<file path="src/rtl/vga_pkg.sv">
// Shared 640x480@60 raster constants and phase encoding for the VGA timing slice.
package vga_pkg;

    localparam int COORD_W  = 10;

    localparam int H_ACTIVE = 640;
    localparam int H_FP     = 16;
    localparam int H_SYNC   = 96;
    localparam int H_BP     = 48;
    localparam int H_TOTAL  = 800;

    localparam int V_ACTIVE = 480;
    localparam int V_FP     = 10;
    localparam int V_SYNC   = 2;
    localparam int V_BP     = 33;
    localparam int V_TOTAL  = 525;

    typedef enum logic [1:0] {
        ACTIVE = 2'd0,
        FRONT  = 2'd1,
        SYNC   = 2'd2,
        BACK   = 2'd3
    } vga_phase_t;

endpackage

</file>
<file path="src/rtl/vga_axis_counter.sv">
// One raster axis: a position counter with its active/front/sync/back phase tracker.
module vga_axis_counter
    import vga_pkg::*;
#(
    parameter int ACT_LEN  = H_ACTIVE,
    parameter int FP_LEN   = H_FP,
    parameter int SYNC_LEN = H_SYNC,
    parameter int BP_LEN   = H_BP
) (
    input  logic               clk,
    input  logic               reset,
    input  logic               en,
    output logic [COORD_W-1:0] count,
    output vga_phase_t         phase,
    output logic               tc
);

    localparam int TOTAL = ACT_LEN + FP_LEN + SYNC_LEN + BP_LEN;

    localparam logic [COORD_W-1:0] ACT_END  = COORD_W'(ACT_LEN - 1);
    localparam logic [COORD_W-1:0] FP_END   = COORD_W'(ACT_LEN + FP_LEN - 1);
    localparam logic [COORD_W-1:0] SYNC_END = COORD_W'(ACT_LEN + FP_LEN + SYNC_LEN - 1);
    localparam logic [COORD_W-1:0] LAST     = COORD_W'(TOTAL - 1);

    assign tc = (count == LAST);

    // The >= catches any out-of-range count and folds it back to 0 on the next step.
    always_ff @(posedge clk) begin
        if (reset) begin
            count <= '0;
            phase <= ACTIVE;
        end else if (en) begin
            if (count >= LAST) begin
                count <= '0;
                phase <= ACTIVE;
            end else begin
                count <= count + COORD_W'(1);
                case (phase)
                    ACTIVE:  if (count == ACT_END)  phase <= FRONT;
                    FRONT:   if (count == FP_END)   phase <= SYNC;
                    SYNC:    if (count == SYNC_END) phase <= BACK;
                    default: phase <= BACK;
                endcase
            end
        end
    end

endmodule

</file>
<file path="src/rtl/vga_timing.sv">
// VGA raster generator: pixel divider, chained H/V axis counters and an aligned output register.
module vga_timing
    import vga_pkg::*;
#(
    parameter int CLK_DIV    = 1,
    parameter int H_ACT_LEN  = H_ACTIVE,
    parameter int H_FP_LEN   = H_FP,
    parameter int H_SYNC_LEN = H_SYNC,
    parameter int H_BP_LEN   = H_BP,
    parameter int V_ACT_LEN  = V_ACTIVE,
    parameter int V_FP_LEN   = V_FP,
    parameter int V_SYNC_LEN = V_SYNC,
    parameter int V_BP_LEN   = V_BP
) (
    input  logic               clk,
    input  logic               reset,
    output logic [COORD_W-1:0] colPos,
    output logic [COORD_W-1:0] rowPos,
    output logic               on,
    output logic               hsync,
    output logic               vsync,
    output logic               frame_start,
    output logic               line_start
);

    logic [1:0]         div;
    logic               tick;
    logic               first;
    logic [COORD_W-1:0] hcnt;
    logic [COORD_W-1:0] vcnt;
    vga_phase_t         h_phase;
    vga_phase_t         v_phase;
    logic               h_tc;
    logic               v_tc_unused;

    assign tick  = (div == 2'(CLK_DIV - 1));
    assign first = (div == 2'd0);

    always_ff @(posedge clk) begin
        if (reset || tick) begin
            div <= 2'd0;
        end else begin
            div <= div + 2'd1;
        end
    end

    vga_axis_counter #(
        .ACT_LEN (H_ACT_LEN),
        .FP_LEN  (H_FP_LEN),
        .SYNC_LEN(H_SYNC_LEN),
        .BP_LEN  (H_BP_LEN)
    ) u_h (
        .clk  (clk),
        .reset(reset),
        .en   (tick),
        .count(hcnt),
        .phase(h_phase),
        .tc   (h_tc)
    );

    // The vertical axis steps once per line, on the last pixel tick of the line.
    vga_axis_counter #(
        .ACT_LEN (V_ACT_LEN),
        .FP_LEN  (V_FP_LEN),
        .SYNC_LEN(V_SYNC_LEN),
        .BP_LEN  (V_BP_LEN)
    ) u_v (
        .clk  (clk),
        .reset(reset),
        .en   (tick && h_tc),
        .count(vcnt),
        .phase(v_phase),
        .tc   (v_tc_unused)
    );

    // Every output comes from the same register stage so coordinates, syncs and strobes stay aligned.
    always_ff @(posedge clk) begin
        if (reset) begin
            colPos      <= '0;
            rowPos      <= '0;
            on          <= 1'b0;
            hsync       <= 1'b1;
            vsync       <= 1'b1;
            frame_start <= 1'b0;
            line_start  <= 1'b0;
        end else begin
            colPos      <= hcnt;
            rowPos      <= vcnt;
            on          <= (h_phase == ACTIVE) && (v_phase == ACTIVE);
            hsync       <= (h_phase != SYNC);
            vsync       <= (v_phase != SYNC);
            frame_start <= first && (hcnt == '0) && (vcnt == '0);
            line_start  <= first && (hcnt == '0);
        end
    end

endmodule
</file>
<file path="config.mk">
export PLATFORM = sky130hd
export DESIGN_NAME = vga_timing
export DESIGN_NICKNAME = d
export VERILOG_FILES = /design/src/rtl/vga_pkg.sv /design/src/rtl/vga_axis_counter.sv /design/src/rtl/vga_timing.sv
export SDC_FILE = /design/constraint.sdc
export NUM_CORES = 1
export LEC_CHECK = 0
export CAP_MARGIN = 20
export CORE_MARGIN = 1.5
export CORE_UTILIZATION = 50
export DETAILED_ROUTE_END_ITERATION = 6
export PLACE_DENSITY = 0.73
export SLEW_MARGIN = 20
export SYNTH_ARGS = -nofsm -noshare
export SYNTH_HDL_FRONTEND = slang
export SYNTH_HIERARCHICAL = 1
export SYNTH_SLANG_ARGS = --single-unit
</file>
<file path="constraint.sdc">
create_clock -name clk -period 5.75 [get_ports clk]
set_clock_uncertainty 0.2 [all_clocks]
set_input_delay 1.15 -clock clk [delete_from_list [all_inputs] [get_ports clk]]
set_output_delay 1.15 -clock clk [all_outputs]
set_load 0.02 [all_outputs]
</file>
==> results of run 1 <==
==> flip-flops by register name (all words and copies together) (netlist names) <==
name and count:
u_v/phase 2, rowPos 10, hsync 1, line_start 1
frame_start 1, colPos 10, u_h/phase 2, u_h/count 10
u_v/count 10, on 1, div 2, vsync 1
==> cell type report <==
type,instances,area share
clock inverter,3,0.01735
multi-input combinational,150,0.4051
clock buffer,5,0.02727
inverter,12,0.01785
sequential,51,0.4046
tap,50,0.02479
timing repair buffer,26,0.1031
==> power by group <==
group | internal, mW | leakage, nW | switching, mW
combinational | 0.0109 | 0.410 | 0.0139
clock | 0.130 | 0.0581 | 0.115
sequential | 0.358 | 0.413 | 0.00358
==> layer usage <==
| metal | share of wire | vias up | routed length (µm) | GRT usage |
|---|---|---|---|---|
| li1 | - | 813 | - | - |
| met1 | 0.50 | 749 | 1894 | 0.2528 |
| met2 | 0.44 | 51 | 1690 | 0.2548 |
| met3 | 0.052 | 5 | 199 | 0.04934 |
| met4 | 0.0094 | 0 | 36 | 0.06250 |
| met5 | 0 | - | 0 | 0 |
==> cell usage in the layout (no fill, tap or decap), types with 3 or more instances in the layout <==
master	count
clkbuf_8	5
nor4_1	4
nor3b_1	3
inv_1	12
nand3_1	6
clkdlybuf4s50_1	26
dfxtp_1	51
a21o_1	3
xnor2_1	11
nor2b_1	19
nor2_1	26
nand2_1	10
nand4_1	9
xor2_1	7
ha_1	5
nor3_1	9
a21oi_1	4
==> final timing paths <==
| kind | cells past startpoint | end | slack (ns) | start |
|---|---|---|---|---|
| worst max-delay path | 4 | u_v/phase[0] | 2.88 | reset |
| worst min-delay path | 1 | div[0] | 0.22 | div[0] |
| worst max register to register | 9 | u_v/phase[0] | 3.21 | u_h/count[0] |
| worst min register to register | 1 | div[0] | 0.22 | div[0] |
==> through the flow <==
stage,setup WS (ns),hold WS (ns),std cells
final,2.883,0.2236,297
after detailed placement,2.555,0.2062,289
after global routing,2.760,0.2518,297
after global placement,2.634,0.2033,289
after floorplan,3.596,0.1912,222
after CTS,2.863,0.2263,297
==> results.json, run 1 <==
{
  "drc": 0,
  "worstMarginPinSlew_ns": 0.9979,
  "htreeDepth": 2,
  "final_util": 0.6220,
  "slowest_delay_ns": 1.13,
  "drive_above_1_share": 0.08502,
  "wirelength_um": 3820,
  "rsz0062_at_grt": "no",
  "finalSetupViolCount": 0,
  "start_util": 0.5282,
  "cts.sinks": 51,
  "final_nets": 253,
  "portBuffers": 26,
  "core_um2": 4058,
  "grt_pass1_vias": 1365,
  "status": "finished, final reports clean",
  "ios": 27,
  "cp_slowest_cell": "clkdlybuf4s50_1",
  "period_minus_slack_ns": 2.867,
  "cts_tree": "built",
  "cts_buffers": 5,
  "insertion_delay_ns": 0.30,
  "syn_avg_cell_area_um2": 9.655,
  "synthCells": 222,
  "track_usage": 0.1776,
  "syn-cell-area_um2": 2143,
  "die_y_um": 68.47,
  "num_vias": 1618,
  "slew_violations": 0,
  "die_area_um2": 4688,
  "finalSetupTns_ns": 0,
  "drtIter0Drc": 70,
  "yosysWarningCount": 6,
  "syn_nets": 229,
  "power.total_mw": 0.6309,
  "fillCellCount": 360,
  "drv_cap": 0,
  "seq_area_um2": 1021,
  "worstSetupEndpointType": "flip-flop",
  "root_buffer": "clkbuf_8",
  "power.density_nw_per_um2": 250.0,
  "fmax_mhz": 348.8,
  "die_w_um": 68.47,
  "worstPathArrival_ns": 2.85,
  "grt.overflow.total": 0,
  "syn_to_final_growth_pct": 17.75,
  "ant_nets": 0,
  "cts_repair_resize_count": 0,
  "grt_pass1_wl_um": 6244,
  "grt_max_degree": 30,
  "diodes": 0,
  "timing.critical_path.buf_inv": 2,
  "worstPathRequired_ns": 5.73,
  "hold_viol": 0,
  "place_area_um2": 2411,
  "irDropWorstVdd_uv": 123.6,
  "post_cts_buffers": 0,
  "place.gp.congestion": 0.8809,
  "period_share": 0.4986,
  "path_clk_slew_ns": 0.09,
  "maxSlewHeadroom": 0.3326,
  "crit_type": "in -> reg",
  "post_drt_wl_per_cell_um": 12.86,
  "vias_per_cell": 5.448,
  "leakagePower_nw": 0.8807,
  "drtPass1Iterations": 4,
  "crit_chain": "clkdlybuf4s50_1 > inv_1 > o21ai_2 > o22ai_1",
  "hold_class": "reg -> reg",
  "rows": 23,
  "multiInputGateArea_um2": 1022,
  "antenna_found_initial": 0,
  "cp-start-kind": "primary input",
  "cts_buffer_depth": 2,
  "final_cell_area_um2": 2524,
  "cp_max_fo": 29,
  "hpwlAfterDp_um": 2625,
  "postCtsHoldBufs": 0,
  "crit_family": "buffers and inverters"
}
Power figures use the tool's default switching activity.
==> run 2: changes to the inputs <==
Settings changed: CORE_UTILIZATION 50 to 49, PLACE_DENSITY 0.73 to 0.75.
Clock period 5.75 ns to 2.38 ns, I/O delays scaled along.
==> results.json, run 2 (synthesized netlist as in run 1, its figures left out) <==
{
  "place_area_um2": 2464,
  "fmax_mhz": 460.9,
  "drtIter0Drc": 86,
  "r2r_cells": 10,
  "min_from": "div[0]",
  "root_buffer": "clkbuf_8",
  "period_share": 0.9116,
  "crit_type": "reg -> reg",
  "num_vias": 1604,
  "antenna_found_initial": 0,
  "place.gp.congestion": 0.9063,
  "cp_slowest_cell": "dfxtp_1",
  "syn_to_final_growth_pct": 20.96,
  "drive_above_1_share": 0.1225,
  "grt_max_degree": 21,
  "hpwlAfterDp_um": 2721,
  "wirelength_um": 3958,
  "crit_family": "simple AND/OR/NAND/NOR gates",
  "postCtsHoldBufs": 0,
  "irDropWorstVdd_uv": 282.9,
  "r2r_setup_slack_ns": 0.21,
  "insertion_delay_ns": 0.30,
  "start_util": 0.5208,
  "power.density_nw_per_um2": 583.8,
  "r2r_start": "u_h/count[1]",
  "p_clk_frac": 0.382,
  "die_y_um": 69.14,
  "cp-start-kind": "flip-flop",
  "seq_power_share": 0.577,
  "diodes": 0,
  "p_int_mw": 1.200,
  "die_area_um2": 4780,
  "portBuffers": 26,
  "timing.rr.end": "u_v/count[7]",
  "worstMarginPinSlew_ns": 0.4618,
  "worstPathArrival_ns": 2.15,
  "finalSetupViolCount": 0,
  "timing.critical_path.buf_inv": 1,
  "cts_buffer_depth": 2,
  "worstPathRequired_ns": 2.36,
  "period_minus_slack_ns": 2.169,
  "ios": 27,
  "cp_max_fo": 8,
  "pwr-share-comb": 0.041,
  "final_cell_area_um2": 2592,
  "finalSetupTns_ns": 0,
  "grt_pass1_vias": 1506,
  "final_cell_mix": "50 x dfxtp_1, 26 x nor2_1, 26 x clkdlybuf4s50_1",
  "slew_violations": 0,
  "vias_per_cell": 5.294,
  "layout_commonest_cell": "dfxtp_1",
  "track_usage": 0.1723,
  "crit_chain": "ha_2 > and4_1 > nand2_1 > nor2_1 > and2_1 > buf_4 > nand3_1 > nor3_2 > xnor2_1 > nor2_1",
  "ant_nets": 0,
  "hold_viol": 0,
  "drv_cap": 0,
  "die_w_um": 69.14,
  "swShare": 0.2072,
  "drtPass1Iterations": 4,
  "fillCellCount": 347,
  "slowest_delay_ns": 0.40,
  "cts_buffers": 5,
  "post_drt_wl_per_cell_um": 13.06,
  "cts_tree": "built",
  "hold_class": "reg -> reg",
  "hold_end": "div[0]",
  "htreeDepth": 2,
  "path_clk_slew_ns": 0.09,
  "crit_top_cell": "nor2_1",
  "maxSlewHeadroom": 0.6921,
  "rows": 23,
  "core_um2": 4115,
  "grt.overflow.total": 0,
  "worstSetupEndpointType": "flip-flop",
  "p_switching_mw": 0.3137,
  "status": "finished, final reports clean",
  "drc": 0,
  "final_nets": 260,
  "grt_pass1_wl_um": 6727,
  "leakagePower_nw": 0.9072,
  "cts.sinks": 51,
  "holdPathStages": 1
}
-- run 2: metal layers --
| metal | global-route usage | wire (µm) |
|---|---|---|
| met5 | 0 | 0 |
| met2 | 0.2564 | 1773 |
| met1 | 0.2372 | 1957 |
| met4 | 0.07190 | 47 |
| met3 | 0.04386 | 179 |
-- run 2: worst max-delay path by stage --
| stage | startpoint | end | cells after the start |
|---|---|---|---|
| finish | u_h/count[1] | u_v/count[7] | 10 |
| global route | u_h/count[1] | u_v/count[9] | 10 |
| CTS | u_h/count[0] | u_v/phase[0] | 9 |
| detailed placement | u_h/count[0] | u_v/phase[0] | 9 |
| global placement | u_h/count[0] | u_v/phase[0] | 9 |
| floorplan | u_h/count[0] | u_v/phase[0] | 10 |
-- run 2: what timing repair did --
item | in CTS | in global routing
endpoints found under the hold margin | 0 | 0
setup buffers | 0 | 0
resized for setup | 0 | 5
endpoints found under the setup margin | 0 | 6
-- run 2: power groups by stage --
stage	registers [mW]	clock network, mW	logic [mW]
floorplan	0.901	0	0.0293
global placement	0.893	0	0.0621
detailed placement	0.893	0	0.0630
CTS	0.873	0.591	0.0632
global route	0.875	0.629	0.0680
finish	0.873	0.577	0.0628
-- run 2: final cells by class --
| cell class | instances | area, µm² | share of cell area |
|---|---|---|---|
| Inverter | 12 | 45.04 | 0.01737 |
| Multi-Input combinational cell | 150 | 1044 | 0.4025 |
| Clock buffer | 5 | 68.82 | 0.02654 |
| Sequential cell | 51 | 1022 | 0.3943 |
| Timing Repair Buffer | 33 | 312.8 | 0.1207 |
| Clock inverter | 2 | 37.54 | 0.01448 |
| Tap cell | 50 | 62.56 | 0.02413 |
-- run 2: worst reg2reg max path: stages, from the launching register on --
cell and delay [ns]:
dfxtp_1 0.40, ha_2 0.24, and4_1 0.23, nand2_1 0.06, nor2_1 0.08, and2_1 0.14
buf_4 0.16, nand3_1 0.15, nor3_2 0.21, xnor2_1 0.14, nor2_1 0.05
-- run 2: metrics by stage --
stage	cells	utilization	setup slack, ns	hold WS (ns)	power, mW
final	303	0.6300	0.2105	0.2151	1.513
after global routing	303	0.6300	-0.001993	0.2383	1.572
after CTS	303	0.6245	0.1544	0.2188	1.527
after detailed placement	296	0.5987	0.1681	0.2045	0.9559
after global placement	296	0.5987	0.2484	0.2005	0.9546
after floorplan	222	-	0.2264	0.1912	0.9306
